**src/rtl/seq_det_pkg.sv**
```systemverilog
// Shared constants and elaboration-time helpers for the serial pattern detector.
// The table functions run only while parameters are resolved. They are
// never used to search at runtime.
package seq_det_pkg;

    localparam int unsigned MAX_PAT_W = 16;

    // Width of the matched-prefix register. It holds values 0..pat_w-1.
    function automatic int unsigned prefix_w(input int unsigned pat_w);
        return (pat_w <= 2) ? 1 : $clog2(pat_w);
    endfunction

    // Mask of the k least-significant bits (k <= 16).
    function automatic int unsigned low_mask(input int unsigned k);
        return (32'd1 << k) - 32'd1;
    endfunction

    // Longest proper border of the pattern: the longest k < pat_w for which
    // the first k bits equal the last k bits. The pattern is MSB-first, so the
    // first k bits are pat >> (pat_w-k) and the last k bits are pat & mask(k).
    function automatic int unsigned border_len(input int unsigned pat,
                                               input int unsigned pat_w);
        for (int unsigned k = pat_w - 1; k >= 1; k--) begin
            if ((pat & low_mask(k)) == (pat >> (pat_w - k)))
                return k;
        end
        return 0;
    endfunction

    // Prefix length after consuming bit x while p bits are already matched.
    // The window is the matched prefix with x appended. The result is the
    // longest window suffix that is also a pattern prefix. A complete match
    // either restarts from the border or from zero.
    function automatic int unsigned next_prefix(input int unsigned pat,
                                                input int unsigned pat_w,
                                                input int unsigned p,
                                                input int unsigned x,
                                                input bit          overlap);
        int unsigned win;
        int unsigned len;
        len = p + 1;
        win = ((pat >> (pat_w - p)) << 1) | (x & 32'd1);
        if (p == 0)
            win = x & 32'd1;
        for (int unsigned k = len; k >= 1; k--) begin
            if ((win & low_mask(k)) == (pat >> (pat_w - k))) begin
                if (k == pat_w)
                    return overlap ? border_len(pat, pat_w) : 0;
                return k;
            end
        end
        return 0;
    endfunction

endpackage

```
**src/rtl/seq_det_sat_cnt.sv**
```systemverilog
// Saturating match counter. It stops at all-ones and never wraps.
module seq_det_sat_cnt
    import seq_det_pkg::*;
#(
    parameter int unsigned CNT_W = 8
) (
    input  logic             clk,
    input  logic             res,
    input  logic             clr,
    input  logic             inc,
    output logic [CNT_W-1:0] cnt,
    output logic             sat
);

    assign sat = (cnt == '1);

    // Count events. A clear wins over an increment, and the count holds once saturated.
    always_ff @(posedge clk or negedge res) begin
        if (!res)
            cnt <= '0;
        else if (clr)
            cnt <= '0;
        else if (inc && !sat)
            cnt <= cnt + CNT_W'(1);
    end

endmodule

```
**src/rtl/seq_detector.sv**
```systemverilog
// Serial bit-pattern detector. It tracks the KMP prefix length, emits a
// registered match pulse, and counts matches in a saturating counter.
module seq_detector
    import seq_det_pkg::*;
#(
    parameter int unsigned      PAT_W   = 4,
    parameter logic [PAT_W-1:0] PATTERN = 4'b1011,
    parameter bit               OVERLAP = 1'b1,
    parameter int unsigned      CNT_W   = 8
) (
    input  logic                         clk,
    input  logic                         res,
    input  logic                         en,
    input  logic                         x,
    input  logic                         clr,
    output logic                         t1,
    output logic                         t2,
    output logic [prefix_w(PAT_W)-1:0]   prefix,
    output logic [CNT_W-1:0]             match_cnt,
    output logic                         cnt_sat
);

    localparam int unsigned PW     = prefix_w(PAT_W);
    localparam int unsigned NSTATE = 1 << PW;
    localparam int unsigned PAT32  = 32'(PATTERN);

    localparam logic [PW-1:0] P_IDLE = '0;
    localparam logic [PW-1:0] P_LAST = PW'(PAT_W - 1);

    logic [PW-1:0] p;
    logic [PW-1:0] nxt_tbl [NSTATE][2];
    logic          hit;
    logic          inc;

    // Next-state table, fully constant. Encodings that are never reached
    // (p >= PAT_W) map to idle so the table is total.
    for (genvar gp = 0; gp < NSTATE; gp++) begin : g_p
        for (genvar gx = 0; gx < 2; gx++) begin : g_x
            if (gp < PAT_W) begin : g_live
                assign nxt_tbl[gp][gx] = PW'(next_prefix(PAT32, PAT_W, gp, gx, OVERLAP));
            end else begin : g_dead
                assign nxt_tbl[gp][gx] = P_IDLE;
            end
        end
    end

    // The last pattern bit arrives while the rest of the pattern is already matched.
    assign hit = (p == P_LAST) && (x == PATTERN[0]);

    // Count on the same edge that raises t1. A clear on that edge discards both.
    assign inc = en && !clr && hit;

    assign prefix = p;
    assign t2     = (p != P_IDLE);

    // Prefix state and registered match pulse.
    always_ff @(posedge clk or negedge res) begin
        if (!res) begin
            p  <= P_IDLE;
            t1 <= 1'b0;
        end else if (clr) begin
            p  <= P_IDLE;
            t1 <= 1'b0;
        end else if (en) begin
            p  <= nxt_tbl[p][x];
            t1 <= hit;
        end else begin
            t1 <= 1'b0;
        end
    end

    seq_det_sat_cnt #(
        .CNT_W (CNT_W)
    ) u_cnt (
        .clk (clk),
        .res (res),
        .clr (clr),
        .inc (inc),
        .cnt (match_cnt),
        .sat (cnt_sat)
    );

endmodule

```
**config.mk**
```make
export PLATFORM = sky130hd
export DESIGN_NAME = seq_detector
export DESIGN_NICKNAME = d
export VERILOG_FILES = /design/src/rtl/seq_det_pkg.sv /design/src/rtl/seq_det_sat_cnt.sv /design/src/rtl/seq_detector.sv
export SDC_FILE = /design/constraint.sdc
export NUM_CORES = 1
export LEC_CHECK = 0
export ABC_CLOCK_PERIOD_IN_PS = 2400
export CELL_PAD_IN_SITES_DETAIL_PLACEMENT = 0
export CELL_PAD_IN_SITES_GLOBAL_PLACEMENT = 1
export CORE_AREA = 2 2 46 48
export CTS_BUF_LIST = sky130_fd_sc_hd__clkbuf_16
export CTS_CLUSTER_DIAMETER = 80
export DETAILED_ROUTE_END_ITERATION = 7
export DIE_AREA = 0 0 48 50
export PLACE_DENSITY = 0.77
export REMOVE_ABC_BUFFERS = 1
export SYNTH_ARGS = -nofsm -noshare
export SYNTH_HDL_FRONTEND = slang
export SYNTH_SLANG_ARGS = --single-unit
```
**constraint.sdc**
```tcl
create_clock -name clk -period 2.4 [get_ports clk]
set_clock_uncertainty 0.1 [all_clocks]
set_input_delay 0.72 -clock clk [delete_from_list [all_inputs] [get_ports clk]]
set_output_delay 0.72 -clock clk [all_outputs]
set_load 0.02 [all_outputs]
```
==> metrics.md <==
| Metric | Value |
|---|---|
| Avg WL per Cell | `12.9 µm` |
| Fin. Hold Viols | `0` |
| Worst-Skew Late Latency | `0.24 ns` |
| Die width | `48 µm` |
| Routed vias/inst | `4.71` |
| Yosys warning total | `0` |
| First-pass GRT wire length | `2470 µm` |
| Critical path arrival | `1.52 ns` |
| Critical path class | `register to primary output` |
| DIE AREA | `0.00240 mm²` |
| Post-synth top area cell | `dfrtp_1` |
| Hold-fix buffers at CTS | `0` |
| Leading cell types in the layout, fill and taps excluded | `clkdlybuf4s50_1 (16), dfrtp_1 (11), nor2_1 (10)` |
| Setup TNS | `0 ns` |
| Root Driver | `clkbuf_16` |
| # setup viols final | `0` |
| Critical Path Fanout Max | `6` |
| DR vias | `518` |
| CTS tree | `yes` |
| Clock slew at reported path FFs | `0.04 ns` |
| Final wirelength | `1420 µm` |
| Crit path launch type | `register` |
| Largest net degree at the start of global routing | `13` |
| IO Port Bufs | `17` |
| CTS HTree Levels | `1` |
| Dpl cells | `106` |
| Synth Area per Inst | `11.4 µm²` |
| Initial antenna violation count | `0` |
| Number of I/O pins | `18` |
| Initial Util | `32.4%` |
| Yosys top cell area share | `44.6%` |
| Seq/Total Area, Yosys | `44.6%` |
| Diodes inserted | `0` |
| Pwr Density | `544 mW/mm²` |
| Hold Crit Class | `register to register` |
| Post-Syn Area | `617 µm²` |
| Area Overhead vs Synth | `56.0%` |
| Nets | `90` |
| Worst-case clock buffer depth | `2` |
| Period minus WS final | `2.34 ns` |
| DP HPWL | `1040 µm` |
| Commonest non-fill, non-tap cell in the layout | `clkdlybuf4s50_1` |
| Maxcap violations | `0` |
| Worst setup EP type | `primary output` |
| Vias in the first global route | `515` |
| Netlist cell types | `23` |
| Status | `complete, no violations` |
| RSZ-0062 raised after global routing | `false` |
| RePlAce Congestion | `0.750` |
| Design Power | `523 µW` |
| Slew Viols, Final | `0` |
| Finished Layout Cells | `110` |
| Post-route setup slack | `0.0639 ns` |
| Cell Rows | `16` |
| Cells after synthesis | `54` |
| Die H | `50 µm` |
| Slew headroom | `64.8%` |
| Post-route ant nets | `0` |
| Worst EP required | `1.58 ns` |
| Drc violations | `0` |
| Synthesized flop and latch total | `11` |
| First drt pass iteration count | `3` |
| Layout cells sized above 1 | `21.7%` |
| Fmax | `428 MHz` |
| Main area contributors after synthesis | `dfrtp_1 (45%), a2111oi_4 (8.9%), mux2i_1 (6.5%), nor2_1 (6.1%), xnor2_1 (5.7%)` |
| Grt total ovfl | `0` |
| TritonCTS Sinks | `11` |
| Gr usage total | `15.3%` |
| Fill cells | `172` |
| DP Worst Slack | `0.0742 ns` |
| CTS Buf Count | `3` |
| Drt initial violations | `4` |
| Static leakage | `0.000413 µW` |
| Fin crit share | `97.3%` |
| Worst Tran Pin Value | `0.526 ns` |
| Maximum vdd drop | `237 µV` |
| Core area | `0.00190 mm²` |
Yosys cell counts:
| cell | count |
|---|---|
| a2111oi_4 | 2 |
| a211oi_1 | 2 |
| a211oi_4 | 1 |
| a21oi_1 | 1 |
| and2_1 | 1 |
| and3_1 | 2 |
| and4_4 | 1 |
| clkbuf_1 | 1 |
| dfrtp_1 | 11 |
| ha_1 | 1 |
| inv_1 | 1 |
| mux2i_1 | 4 |
| nand2_1 | 2 |
| nand2b_1 | 2 |
| nand3_1 | 1 |
| nand4_1 | 2 |
| nand4_4 | 1 |
| nand4b_1 | 1 |
| nor2_1 | 10 |
| nor3_1 | 1 |
| o21ai_0 | 1 |
| or2_2 | 1 |
| xnor2_1 | 4 |
layer usage:
| metal | wire length, µm | part of all wire [%] | global-route usage [%] |
|---|---|---|---|
| met1 | 618 | 43 | 17.9 |
| met2 | 697 | 49 | 23.3 |
| met3 | 54 | 3.8 | 3.30 |
| met5 | 0 | 0 | 0 |
| met4 | 52 | 3.7 | 10.8 |
repair_timing:
action                     CTS  global route
setup buffers                0             0
setup endpoints to repair    1             0
gates resized for setup      1             0
stage by stage:
| stage | cell area [µm²] | utilization [%] | hold WS, ns |
|---|---|---|---|
| 6_report | 962 | 50.6 | 0.440 |
| 5_1_grt | 962 | 50.6 | 0.508 |
| 4_1_cts | 962 | 50.6 | 0.449 |
| 3_5_place_dp | 885 | 46.5 | 0.442 |
| 3_3_place_gp | 885 | 46.5 | 0.430 |
| 2_1_floorplan | 613 | - | 0.324 |
critical path, cell delays in order, from the launching register on:
cell             delay (ns)
dfrtp_1                0.43
or2_2                  0.31
clkdlybuf4s50_1        0.53
power breakdown:
part           switching (µW)  internal [µW]
clock                    82.4            219
sequential               2.24            188
combinational            16.4           15.7
state kept, by name (all words and copies together), names as in the netlist:
register	flops
u_cnt.cnt	8
t1	1
prefix	2
cell families after synthesis:
family	count (synthesis)	synth area share (%)
AND/OR/NAND/NOR	25	23.7
adder cells (fa/ha/maj)	1	2.03
AO/OA/AOI/OAI	7	16.2
multiplexers	4	6.49
flip-flops	11	44.6
XOR/XNOR	4	5.68
buffers and inverters	2	1.22
path summary, 6_finish.rpt:
path | startpoint | to | slack (ns) | cells after the start
worst min register to register | u_cnt.cnt[6] | u_cnt.cnt[6] | 0.44 | 1
max in group asynchronous | res | prefix[0] | 1.12 | 1
worst max-delay path | prefix[0] | t2 | 0.06 | 2
worst max register to register | u_cnt.cnt[0] | u_cnt.cnt[6] | 0.61 | 6
min in group asynchronous | res | t1 | 0.73 | 1
worst min-delay path | u_cnt.cnt[6] | u_cnt.cnt[6] | 0.44 | 1
layout make-up:
| class | count | area [µm²] | area share (%) |
|---|---|---|---|
| clock buffer | 3 | 75.1 | 7.80 |
| timing repair buffer | 26 | 236 | 24.6 |
| multi-input combinational | 41 | 334 | 34.7 |
| tap | 27 | 33.8 | 3.51 |
| inverter | 1 | 3.75 | 0.390 |
| sequential | 11 | 275 | 28.6 |
| clock inverter | 1 | 3.75 | 0.390 |
(Power assumes the default switching activity.)
